===== src/rtl/video_pattern_pkg.sv =====
// video_pattern_pkg: shared constants and types for video_pattern_source.
// Optional feature macro: VIDEO_PATTERN_SOURCE_CTRL_PKT_EN (adds control packet states).
package video_pattern_pkg;

  // Control slave register map
  localparam logic [1:0] ADDR_CONTROL = 2'd0;
  localparam logic [1:0] ADDR_SIZE    = 2'd1;
  localparam logic [1:0] ADDR_PATTERN = 2'd2;
  localparam logic [1:0] ADDR_STATUS  = 2'd3;

  // Avalon-ST video packet type nibbles
  localparam logic [3:0] PKT_VIDEO = 4'h0;
  localparam logic [3:0] PKT_CTRL  = 4'hF;

  typedef enum logic [1:0] {
    MODE_SOLID    = 2'd0,
    MODE_GRADIENT = 2'd1,
    MODE_CHECKER  = 2'd2,
    MODE_RSVD     = 2'd3
  } pattern_mode_e;

  typedef enum logic [2:0] {
    ST_IDLE      = 3'd0,
`ifdef VIDEO_PATTERN_SOURCE_CTRL_PKT_EN
    ST_CTRL_HDR  = 3'd1,
    ST_CTRL_BODY = 3'd2,
`endif
    ST_DATA_HDR  = 3'd3,
    ST_PIXELS    = 3'd4
  } state_e;

  // Payload of control packet beat 1..3: three nibbles per beat in the
  // low nibble of each colour symbol, first nibble in the B symbol.
  function automatic logic [23:0] ctrl_beat(input logic [1:0] beat,
                                            input logic [15:0] w,
                                            input logic [15:0] h);
    logic [23:0] d;
    case (beat)
      2'd1:    d = {4'h0, w[7:4],  4'h0, w[11:8],  4'h0, w[15:12]};
      2'd2:    d = {4'h0, h[11:8], 4'h0, h[15:12], 4'h0, w[3:0]};
      2'd3:    d = {4'h0, 4'h3,    4'h0, h[3:0],   4'h0, h[7:4]};
      default: d = {20'h0, PKT_CTRL};
    endcase
    return d;
  endfunction

endpackage


===== src/rtl/video_pattern_source_pixel_gen.sv =====
// vps_pixel_gen: combinational pixel colour for coordinate (x, y).
// Only the low byte of each coordinate matters to any pattern.
module vps_pixel_gen
  import video_pattern_pkg::*;
(
  input  logic [7:0]  x_i,
  input  logic [7:0]  y_i,
  input  logic [1:0]  mode_i,
  input  logic [23:0] color_i,
  output logic [23:0] rgb_o
);

  // Pattern mux; the reserved mode falls back to solid colour
  always_comb begin
    rgb_o = color_i;
    case (pattern_mode_e'(mode_i))
      MODE_GRADIENT: rgb_o = {x_i, y_i, x_i ^ y_i};
      MODE_CHECKER:  rgb_o = (x_i[3] ^ y_i[3]) ? ~color_i : color_i;
      default:       rgb_o = color_i;
    endcase
  end

endmodule


===== src/rtl/video_pattern_source.sv =====
// video_pattern_source: Avalon-ST synthetic RGB frame generator with an
// Avalon-MM control slave. Define VIDEO_PATTERN_SOURCE_CTRL_PKT_EN to
// precede every frame with a 4-beat Avalon-ST video control packet.
module video_pattern_source
  import video_pattern_pkg::*;
#(
  parameter int          DEFAULT_WIDTH  = 640,
  parameter int          DEFAULT_HEIGHT = 480,
  parameter logic [23:0] DEFAULT_COLOR  = 24'hFF0000
)(
  input  logic        sys_clk_clk,
  input  logic        sys_reset_reset,
  input  logic [1:0]  pattern_control_slave_address,
  input  logic        pattern_control_slave_write_n,
  input  logic [31:0] pattern_control_slave_writedata,
  input  logic        pattern_control_slave_chipselect,
  output logic [31:0] pattern_control_slave_readdata,
  input  logic        video_stream_source_ready,
  output logic [23:0] video_stream_source_data,
  output logic        video_stream_source_startofpacket,
  output logic        video_stream_source_endofpacket,
  output logic        video_stream_source_valid
);

  logic clk, rst;
  assign clk = sys_clk_clk;
  assign rst = sys_reset_reset;

  // Software-visible registers
  logic        ctrl_en_q, ctrl_single_q;
  logic [15:0] size_w_q, size_h_q;
  logic [1:0]  pat_mode_q;
  logic [23:0] pat_color_q;
  logic [15:0] frame_cnt_q;
  logic [31:0] readdata_q;

  // Frame configuration frozen at frame start
  logic [15:0] fw_q, fh_q;
  logic [1:0]  fmode_q;
  logic [23:0] fcolor_q;

  // FSM, raster position of the presented pixel, registered stream beat
  state_e      state_q, state_d;
  logic [15:0] x_q, x_d, y_q, y_d;
  logic        valid_q, valid_d, sop_q, sop_d, eop_q, eop_d;
  logic [23:0] data_q, data_d;
`ifdef VIDEO_PATTERN_SOURCE_CTRL_PKT_EN
  logic [1:0]  beat_q, beat_d;
`endif

  logic        cfg_load, frame_done, start_frame;
  logic        reg_wr, ctrl_wr, xfer, eff_en, eff_single;
  logic [15:0] px_x, px_y;
  logic        px_last;
  logic [23:0] px_rgb;

  assign reg_wr  = pattern_control_slave_chipselect & ~pattern_control_slave_write_n;
  assign ctrl_wr = reg_wr && (pattern_control_slave_address == ADDR_CONTROL);
  assign xfer    = valid_q && video_stream_source_ready;

  // A CONTROL write coinciding with eop acceptance decides continue/stop
  assign eff_en     = ctrl_wr ? pattern_control_slave_writedata[0] : ctrl_en_q;
  assign eff_single = ctrl_wr ? pattern_control_slave_writedata[1] : ctrl_single_q;

  // Coordinate of the pixel after the one presented (origin before the first)
  always_comb begin
    px_x = 16'd0;
    px_y = 16'd0;
    if (state_q == ST_PIXELS) begin
      if (x_q == fw_q - 16'd1) begin
        px_x = 16'd0;
        px_y = y_q + 16'd1;
      end else begin
        px_x = x_q + 16'd1;
        px_y = y_q;
      end
    end
  end

  assign px_last = (px_x == fw_q - 16'd1) && (px_y == fh_q - 16'd1);

  vps_pixel_gen u_pixel_gen (
    .x_i     (px_x[7:0]),
    .y_i     (px_y[7:0]),
    .mode_i  (fmode_q),
    .color_i (fcolor_q),
    .rgb_o   (px_rgb)
  );

  // Register file writes, including SINGLE-mode self-clear of ENABLE
  always_ff @(posedge clk or posedge rst) begin
    if (rst) begin
      ctrl_en_q     <= 1'b0;
      ctrl_single_q <= 1'b0;
      size_w_q      <= 16'(DEFAULT_WIDTH);
      size_h_q      <= 16'(DEFAULT_HEIGHT);
      pat_mode_q    <= 2'd0;
      pat_color_q   <= DEFAULT_COLOR;
      frame_cnt_q   <= 16'd0;
    end else begin
      if (reg_wr) begin
        case (pattern_control_slave_address)
          ADDR_CONTROL: begin
            ctrl_en_q     <= pattern_control_slave_writedata[0];
            ctrl_single_q <= pattern_control_slave_writedata[1];
          end
          ADDR_SIZE: begin
            size_w_q <= (pattern_control_slave_writedata[15:0] == 16'd0) ?
                        16'd1 : pattern_control_slave_writedata[15:0];
            size_h_q <= (pattern_control_slave_writedata[31:16] == 16'd0) ?
                        16'd1 : pattern_control_slave_writedata[31:16];
          end
          ADDR_PATTERN: begin
            pat_mode_q  <= pattern_control_slave_writedata[1:0];
            pat_color_q <= pattern_control_slave_writedata[31:8];
          end
          default: ;
        endcase
      end
      if (frame_done) begin
        frame_cnt_q <= frame_cnt_q + 16'd1;
        if (eff_single) ctrl_en_q <= 1'b0;
      end
    end
  end

  // Registered read port, address sampled every clock
  always_ff @(posedge clk or posedge rst) begin
    if (rst) begin
      readdata_q <= 32'd0;
    end else begin
      case (pattern_control_slave_address)
        ADDR_CONTROL: readdata_q <= {30'd0, ctrl_single_q, ctrl_en_q};
        ADDR_SIZE:    readdata_q <= {size_h_q, size_w_q};
        ADDR_PATTERN: readdata_q <= {pat_color_q, 6'd0, pat_mode_q};
        default:      readdata_q <= {frame_cnt_q, 15'd0, state_q != ST_IDLE};
      endcase
    end
  end

  // Next-beat generation: FSM state names the beat currently presented
  always_comb begin
    state_d     = state_q;
    x_d         = x_q;
    y_d         = y_q;
    valid_d     = valid_q;
    sop_d       = sop_q;
    eop_d       = eop_q;
    data_d      = data_q;
    cfg_load    = 1'b0;
    frame_done  = 1'b0;
    start_frame = 1'b0;
`ifdef VIDEO_PATTERN_SOURCE_CTRL_PKT_EN
    beat_d      = beat_q;
`endif
    case (state_q)
      ST_IDLE: begin
        if (ctrl_en_q) start_frame = 1'b1;
      end
`ifdef VIDEO_PATTERN_SOURCE_CTRL_PKT_EN
      ST_CTRL_HDR: begin
        if (xfer) begin
          state_d = ST_CTRL_BODY;
          beat_d  = 2'd1;
          sop_d   = 1'b0;
          eop_d   = 1'b0;
          data_d  = ctrl_beat(2'd1, fw_q, fh_q);
        end
      end
      ST_CTRL_BODY: begin
        if (xfer) begin
          if (beat_q == 2'd3) begin
            state_d = ST_DATA_HDR;
            sop_d   = 1'b1;
            eop_d   = 1'b0;
            data_d  = {20'd0, PKT_VIDEO};
          end else begin
            beat_d  = beat_q + 2'd1;
            eop_d   = (beat_q == 2'd2);
            data_d  = ctrl_beat(beat_q + 2'd1, fw_q, fh_q);
          end
        end
      end
`endif
      ST_DATA_HDR: begin
        if (xfer) begin
          state_d = ST_PIXELS;
          x_d     = 16'd0;
          y_d     = 16'd0;
          sop_d   = 1'b0;
          eop_d   = px_last;
          data_d  = px_rgb;
        end
      end
      ST_PIXELS: begin
        if (xfer) begin
          if (eop_q) begin
            frame_done = 1'b1;
            if (eff_en && !eff_single) begin
              start_frame = 1'b1;
            end else begin
              state_d = ST_IDLE;
              valid_d = 1'b0;
              sop_d   = 1'b0;
              eop_d   = 1'b0;
              data_d  = 24'd0;
            end
          end else begin
            x_d    = px_x;
            y_d    = px_y;
            sop_d  = 1'b0;
            eop_d  = px_last;
            data_d = px_rgb;
          end
        end
      end
      default: begin
        state_d = ST_IDLE;
        valid_d = 1'b0;
        sop_d   = 1'b0;
        eop_d   = 1'b0;
        data_d  = 24'd0;
      end
    endcase
    if (start_frame) begin
      cfg_load = 1'b1;
      valid_d  = 1'b1;
      sop_d    = 1'b1;
      eop_d    = 1'b0;
`ifdef VIDEO_PATTERN_SOURCE_CTRL_PKT_EN
      state_d  = ST_CTRL_HDR;
      beat_d   = 2'd0;
      data_d   = {20'd0, PKT_CTRL};
`else
      state_d  = ST_DATA_HDR;
      data_d   = {20'd0, PKT_VIDEO};
`endif
    end
  end

  // FSM and stream output registers
  always_ff @(posedge clk or posedge rst) begin
    if (rst) begin
      state_q <= ST_IDLE;
      valid_q <= 1'b0;
      sop_q   <= 1'b0;
      eop_q   <= 1'b0;
      data_q  <= 24'd0;
`ifdef VIDEO_PATTERN_SOURCE_CTRL_PKT_EN
      beat_q  <= 2'd0;
`endif
    end else begin
      state_q <= state_d;
      valid_q <= valid_d;
      sop_q   <= sop_d;
      eop_q   <= eop_d;
      data_q  <= data_d;
`ifdef VIDEO_PATTERN_SOURCE_CTRL_PKT_EN
      beat_q  <= beat_d;
`endif
    end
  end

  // Raster counters; only meaningful once DATA_HDR has cleared them
  always_ff @(posedge clk) begin
    x_q <= x_d;
    y_q <= y_d;
  end

  // Frame configuration snapshot taken as each frame's first header issues
  always_ff @(posedge clk) begin
    if (cfg_load) begin
      fw_q     <= size_w_q;
      fh_q     <= size_h_q;
      fmode_q  <= pat_mode_q;
      fcolor_q <= pat_color_q;
    end
  end

  assign pattern_control_slave_readdata    = readdata_q;
  assign video_stream_source_data          = data_q;
  assign video_stream_source_startofpacket = sop_q;
  assign video_stream_source_endofpacket   = eop_q;
  assign video_stream_source_valid         = valid_q;

endmodule


===== config.mk =====
export PLATFORM = sky130hd
export DESIGN_NAME = video_pattern_source
export DESIGN_NICKNAME = d
export VERILOG_FILES = /design/src/rtl/video_pattern_pkg.sv /design/src/rtl/video_pattern_source_pixel_gen.sv /design/src/rtl/video_pattern_source.sv
export SDC_FILE = /design/constraint.sdc
export NUM_CORES = 1
export LEC_CHECK = 0
export ABC_AREA = 1
export CORE_ASPECT_RATIO = 1.5
export CORE_MARGIN = 2
export CORE_UTILIZATION = 57
export DETAILED_ROUTE_END_ITERATION = 6
export GPL_ROUTABILITY_DRIVEN = 0
export PLACE_DENSITY_LB_ADDON = 0.15
export REMOVE_ABC_BUFFERS = 1
export SYNTH_ARGS = -nofsm -noshare
export SYNTH_HDL_FRONTEND = slang
export SYNTH_SLANG_ARGS = --single-unit

===== constraint.sdc =====
create_clock -name sys_clk_clk -period 10.1 [get_ports sys_clk_clk]
set_clock_uncertainty 0.15 [all_clocks]
set_input_delay 3.03 -clock sys_clk_clk [delete_from_list [all_inputs] [get_ports sys_clk_clk]]
set_output_delay 3.03 -clock sys_clk_clk [all_outputs]
set_load 0.1 [all_outputs]

# Yosys cells after proc, flatten, opt, wreduce, memory -nomap -nowiden
# Cells that the tools add are included.
op_classes:
  add_sub_neg: 5
  eq_ne: 19
  mux: 58
  bitwise_logic: 5
  n_reduce_logical: 20
ops:
  columns: ["operator", "n"]
  rows:
  - ["$mux W16", 11]
  - ["$mux W24", 6]
  - ["$pmux W32 S3", 1]
  - ["$pmux W24 S3", 1]
  - ["$pmux W16 S2", 2]
  - ["$add A16 B1 Y16 const B", 3]
  - ["$eq A16 B16 Y1", 3]
  - ["$pmux W24 S2", 1]
  - ["$logic_not A16 Y1", 2]
  - ["$sub A16 B1 Y16 const B", 2]
  - ["$mux W1", 26]
  - ["$not A24 Y24", 1]
  - ["$mux W3", 5]
  - ["$ne A3 B3 Y1 const B", 4]
  - ["$reduce_and A4 Y1", 3]
  - ["$pmux W3 S3", 1]
  - ["$ne A2 B2 Y1 const B", 4]
  - ["$xor A8 B8 Y8", 1]
  - ["$pmux W1 S3", 2]
  - ["$reduce_and A2 Y1", 3]
  - ["$reduce_and A5 Y1", 1]
  - ["$eq A2 B1 Y1 const B", 2]
  - ["$eq A2 B2 Y1 const B", 2]
  - ["$logic_and A1 B1 Y1", 4]
  - ["other kinds (15)", 16]
word_totals:
  reg_bits: 228
  in_bits: 39
  out_inout_bits: 59
  wordCells: 126

# Logic depth before layout (Yosys ltp)
logic_depth:
  depth_word: 12
  depth_mapped: 25
  mapped_depth_nobuf: 24

# Modules after synthesis
# From an unflattened synthesis, not the netlist that was laid out.
unflattened:
  hier_cells: 1526
  area_unflattened_um2: 12288.0
modules_own_cells:
  columns: ["module", "instances", "cells_each", "area_each_um2", "seq_area_each_um2"]
  rows:
  - ["video_pattern_source", 1, 1315, 11295.8, 6148.4]
  - ["vps_pixel_gen", 1, 211, 992.2, 0.0]

# Least setup slack after synthesis
# OpenSTA, ideal clock, no wires.
synth_path:
  path_kind: "input to register"
  startpoint: "input pattern_control_slave_chipselect"
  endpoint: "register data_q[10] (netlist: video_stream_source_data[10])"
  setup_time_ns: 0.068
  arrival_time_ns: 7.640
  required_time_ns: 9.882
  setup_slack_ns: 2.242
  path_stages: 15
  path_buffers: 1
  path_cell_list: "inv_1 > nor2_1 > nand2_1 > o21ai_0 > nand3_1 > o21ai_0 > inv_1 > nand2_1 > o22ai_2 > nor2_1 > inv_1 > buf_2 > a21oi_1 > o21ai_1 > nand2_1"
synth_between:
  elab_chain_len: 11
synth_lines:
  columns: ["element", "line_no", "text"]
  rows:
  - ["start, declared", "video_pattern_source.sv:16", "input logic pattern_control_slave_chipselect,"]
  - ["$and A1 B1 Y1 (*)", "video_pattern_source.sv:57", "assign reg_wr = pattern_control_slave_chipselect & ~pattern_control_slave_write_n;"]
  - ["$logic_and A1 B1 Y1 (*)", "video_pattern_source.sv:58", "assign ctrl_wr = reg_wr && (pattern_control_slave_address == ADDR_CONTROL);"]
  - ["$mux W1", "video_pattern_source.sv:63", "assign eff_single = ctrl_wr ? pattern_control_slave_writedata[1] : ctrl_single_q;"]
  - ["$logic_not A1 Y1", "video_pattern_source.sv:199", "if (eff_en && !eff_single) begin"]
  - ["$logic_and A1 B1 Y1 (*)", "video_pattern_source.sv:199", null]
  - ["$mux W1", "video_pattern_source.sv:199", null]
  - ["$mux W1", "video_pattern_source.sv:197", "if (eop_q) begin"]
  - ["$mux W1", "video_pattern_source.sv:196", "if (xfer) begin"]
  - ["$pmux W1 S2", "video_pattern_source.sv:156", "case (state_q)"]
  - ["$ne A4 B4 Y1 (no line), or another cell as far along", null, null]
  - ["$reduce_and A4 Y1 (no line)", null, null]
  - ["end signal, assigned", "video_pattern_source.sv:257", "data_q <= data_d;"]
  - ["end, declared", "video_pattern_source.sv:46", "logic [23:0] data_q, data_d;"]
# Every way passes the cells marked *; elsewhere a longest branch is shown, timed or not.
# A chain may end at the register's enable or synchronous reset.

# Worst setup path in the final report
layout_path:
  startpoint: "input pattern_control_slave_address[0]"
  endpoint: "register data_q[23] (netlist: video_stream_source_data[23])"
layout_between:
  elab_chain_len: 11
layout_lines:
  columns: ["element", "line_no", "text"]
  rows:
  - ["start, declared", "video_pattern_source.sv:13", "input logic [1:0] pattern_control_slave_address,"]
  - ["$logic_not A2 Y1 (*)", "video_pattern_source.sv:58", null]
  - ["$logic_and A1 B1 Y1 (*)", "video_pattern_source.sv:58", null]
  - ["$mux W1", "video_pattern_source.sv:63", null]
  - ["$logic_not A1 Y1", "video_pattern_source.sv:199", null]
  - ["$logic_and A1 B1 Y1 (*)", "video_pattern_source.sv:199", null]
  - ["$mux W1", "video_pattern_source.sv:199", null]
  - ["$mux W1", "video_pattern_source.sv:197", null]
  - ["$mux W1", "video_pattern_source.sv:196", null]
  - ["$pmux W1 S2", "video_pattern_source.sv:156", null]
  - ["$ne A4 B4 Y1 (no line), or another cell as far along", null, null]
  - ["$reduce_and A4 Y1 (no line)", null, null]
# Marked as above.

==> metrics.csv <==
metric,value,unit
status,"finished, final reports clean",
path_clk_slew,70,ps
yosysMostFrequentCell,nand2_1,
path_class,input port to flip-flop,
async_reset_ff_share,60.35,%
worstPathArrival,7540,ps
synth-edff-count,90,
synth_area_leader_cell,dfrtp_1,
ys_seq_area_share,50.16,%
fin_tns_setup,0,ps
antenna_cells,0,
fp.dieH,183.6,microns
drv_slew,0,
initial_core_util,58.19,%
post_cts_buffers,0,
cts_htree_levels,1,
rsz0062_at_grt,no,
fmax,138.0,MHz
ys_ff_latch,227,
crit_family,buffers and inverters,
synth_cell_types,46,
period_needed,7249,ps
crit_path_frequent_cell,nand2_1,
grt_pass1_wl,52780,microns
drtIter0Drc,1005,
antenna_found_initial,1,
first_global_vias,10230,
yosysTopAreaCellShare,25.11,%
path_cells,clkdlybuf4s50_1 -> nor2_1 -> nand2_1 -> o21ai_0 -> nand3_1 -> o21ai_4 -> buf_4 -> inv_1 -> nand2_1 -> o22ai_2 -> buf_4 -> nor2_1 -> inv_1 -> a21oi_1 -> o21ai_0 -> nand2_1,
grt_max_degree,73,
postRouteAntennaNets,0,
leakagePower,0.006759,uW
worstReg2RegStart,fw_q[0],
p_per_area,243.6,nW/um^2
portBuffers,97,
grt_overflow,0,
worstSetupEndpointType,flip-flop,
final_layout_size_suffix_gt1_share,6.907,%
cp-start-kind,input port,
finalCritPeriodShare,71.77,%
finalPower,3451,uW
critPathLaunch,pattern_control_slave_address[0],
worst_path_largest_cell_delay,690,ps
via_count,10510,
syn_area,12260,sq um
avgSynthCellArea,8.149,sq um
yosysWarnings,0,
via_per_inst,5.604,
cts_max_path_buffers,3,
drc_errors,0,
dp_slack,2399,ps
ir_worst_vdd,0.2306,mV
hold_viol,0,
maxCapViolCount,0,
root_buffer,clkbuf_16,
finalWirelength,33130,microns
worst_slew_pin_slew,1018,ps
synth_common_cells,"nand2_1 (439), inv_1 (213), nand3_1 (146), dfrtp_1 (123), nor2_1 (91)",
cts_tree,yes,
synth_area_leaders,"dfrtp_1 (25%), edfxtp_1 (22%), nand2_1 (13%), inv_1 (6.5%), nand3_1 (6.0%)",
track_usage,30.16,%
ys.flop_type,dfrtp_1,
dieArea,22720,sq um
hold_path_startpoint,size_w_q[4],
syn_inst,1504,
hpwlAfterDp,24020,microns
cts_buffers,23,
ctsHoldBuffers,0,
core.rowCount,65,
syn_to_final_growth,15.58,%
wire_per_inst,17.67,microns
clk_latency,510,ps
critPathMaxFanout,35,
hold_class,flip-flop to flip-flop,
final_nets,1640,
finalSetupViolCount,0,
max_slew_margin,31.91,%
setup_slack,2851,ps
cts.sink_count,227,
io_pins,98,
fp.dieW,123.7,microns
cp_num_buf_inv,5,
slowest_stage,nor2_1,
detail_route.first_pass.iterations,6,
cts.repair.resized,0,
critPathRequiredTime,10390,ps
core,21060,sq um
==> sequential cells by signal (all words and copies together) (netlist names), 2 cells and up <==
register and count:
size_w_q 16, y_q 16, pattern_control_slave_readdata 32, state_q 2
frame_cnt_q 16, video_stream_source_data 24, x_q 16, fh_q 16
fcolor_q 24, fw_q 16, pat_mode_q 2, fmode_q 2
size_h_q 16, pat_color_q 24
==> layout by cell type, fill, tap and decap left out, drive strengths merged <==
cell type      synthesis  routed
o22ai                  2       2
xnor2                  5       5
ha                    10      10
dfstp                 14      14
a221oi                 1       1
clkinv                 2      10
nor3                  24      24
nand2                455     455
edfxtp                90      90
a211oi                 1       1
xor2                  48      48
nand3                158     158
nand4                 27      27
o41ai                  2       2
nand3b                 4       4
clkdlybuf4s50          0      97
buf                   18       8
clkinvlp               0       2
dfrtp                123     123
a31oi                  2       2
o211ai                24      24
nor4                  11      11
o21ai                101     101
a22o                   8       8
clkbuf                25      28
a21oi                 21      21
o2111ai                4       4
nor2                 102     102
nor3b                  1       1
o21bai                 4       4
inv                  217     220
==> kinds of logic (layout without fill, tap and decap cells) <==
| family | count (synthesis) | in the layout | share of synthesized area (%) |
|---|---|---|---|
| and+or+nand+nor | 782 | 782 | 28.57 |
| buffers and inverters | 262 | 365 | 8.371 |
| AOI/OAI and AO/OA | 170 | 170 | 8.085 |
| DFF | 227 | 227 | 50.16 |
| xor gates and xnor gates | 53 | 53 | 3.787 |
| adders and majority gates | 10 | 10 | 1.021 |
==> power by group <==
group          switching [uW]  internal [uW]  total [uW]
registers                 165           1180        1340
clock network             371            449         820
logic                     969            321        1290
==> per-layer routing <==
metal  track usage [%]  part of all wire, %  up-vias
met3             3.505                  5.5      100
met5                 0                    0        -
li1                  -                    -     5065
met2             51.76                   51      415
met1             37.44                   39     4927
met4             14.55                  4.9        0
==> through the flow <==
stage | utilization (%) | instance area, sq um | std cells | hold slack, ps
CTS | 67.25 | 14170 | 1875 | 315.4
global route | 67.25 | 14170 | 1875 | 331.8
global placement | 63.84 | 13450 | 1834 | 300.9
finish | 67.25 | 14170 | 1875 | 319.2
detailed placement | 63.84 | 13450 | 1834 | 299.9
floorplan | - | 12060 | 1461 | 274.9
==> worst paths after layout <==
check | to | cells past startpoint | slack, ps
min in group asynchronous | pattern_control_slave_readdata[3] | 2 | 2810
worst max register to register | video_stream_source_data[23] | 22 | 5240
max in group asynchronous | pattern_control_slave_readdata[27] | 3 | 5650
worst min-delay path | fw_q[4] | 0 | 320
worst max-delay path | video_stream_source_data[23] | 16 | 2850
worst min register to register | fw_q[4] | 0 | 320
==> cell type report <==
class / instances / area [sq um]
clock buffer: 28 / 625.6
fill: 1733 / 6898
inverter: 219 / 829.5
clock inverter: 13 / 92.59
tap: 268 / 335.3
sequential: 227 / 6148
multi-input combinational: 1015 / 5104
timing repair buffer: 105 / 1031
Power figures use the tool's default switching activity.
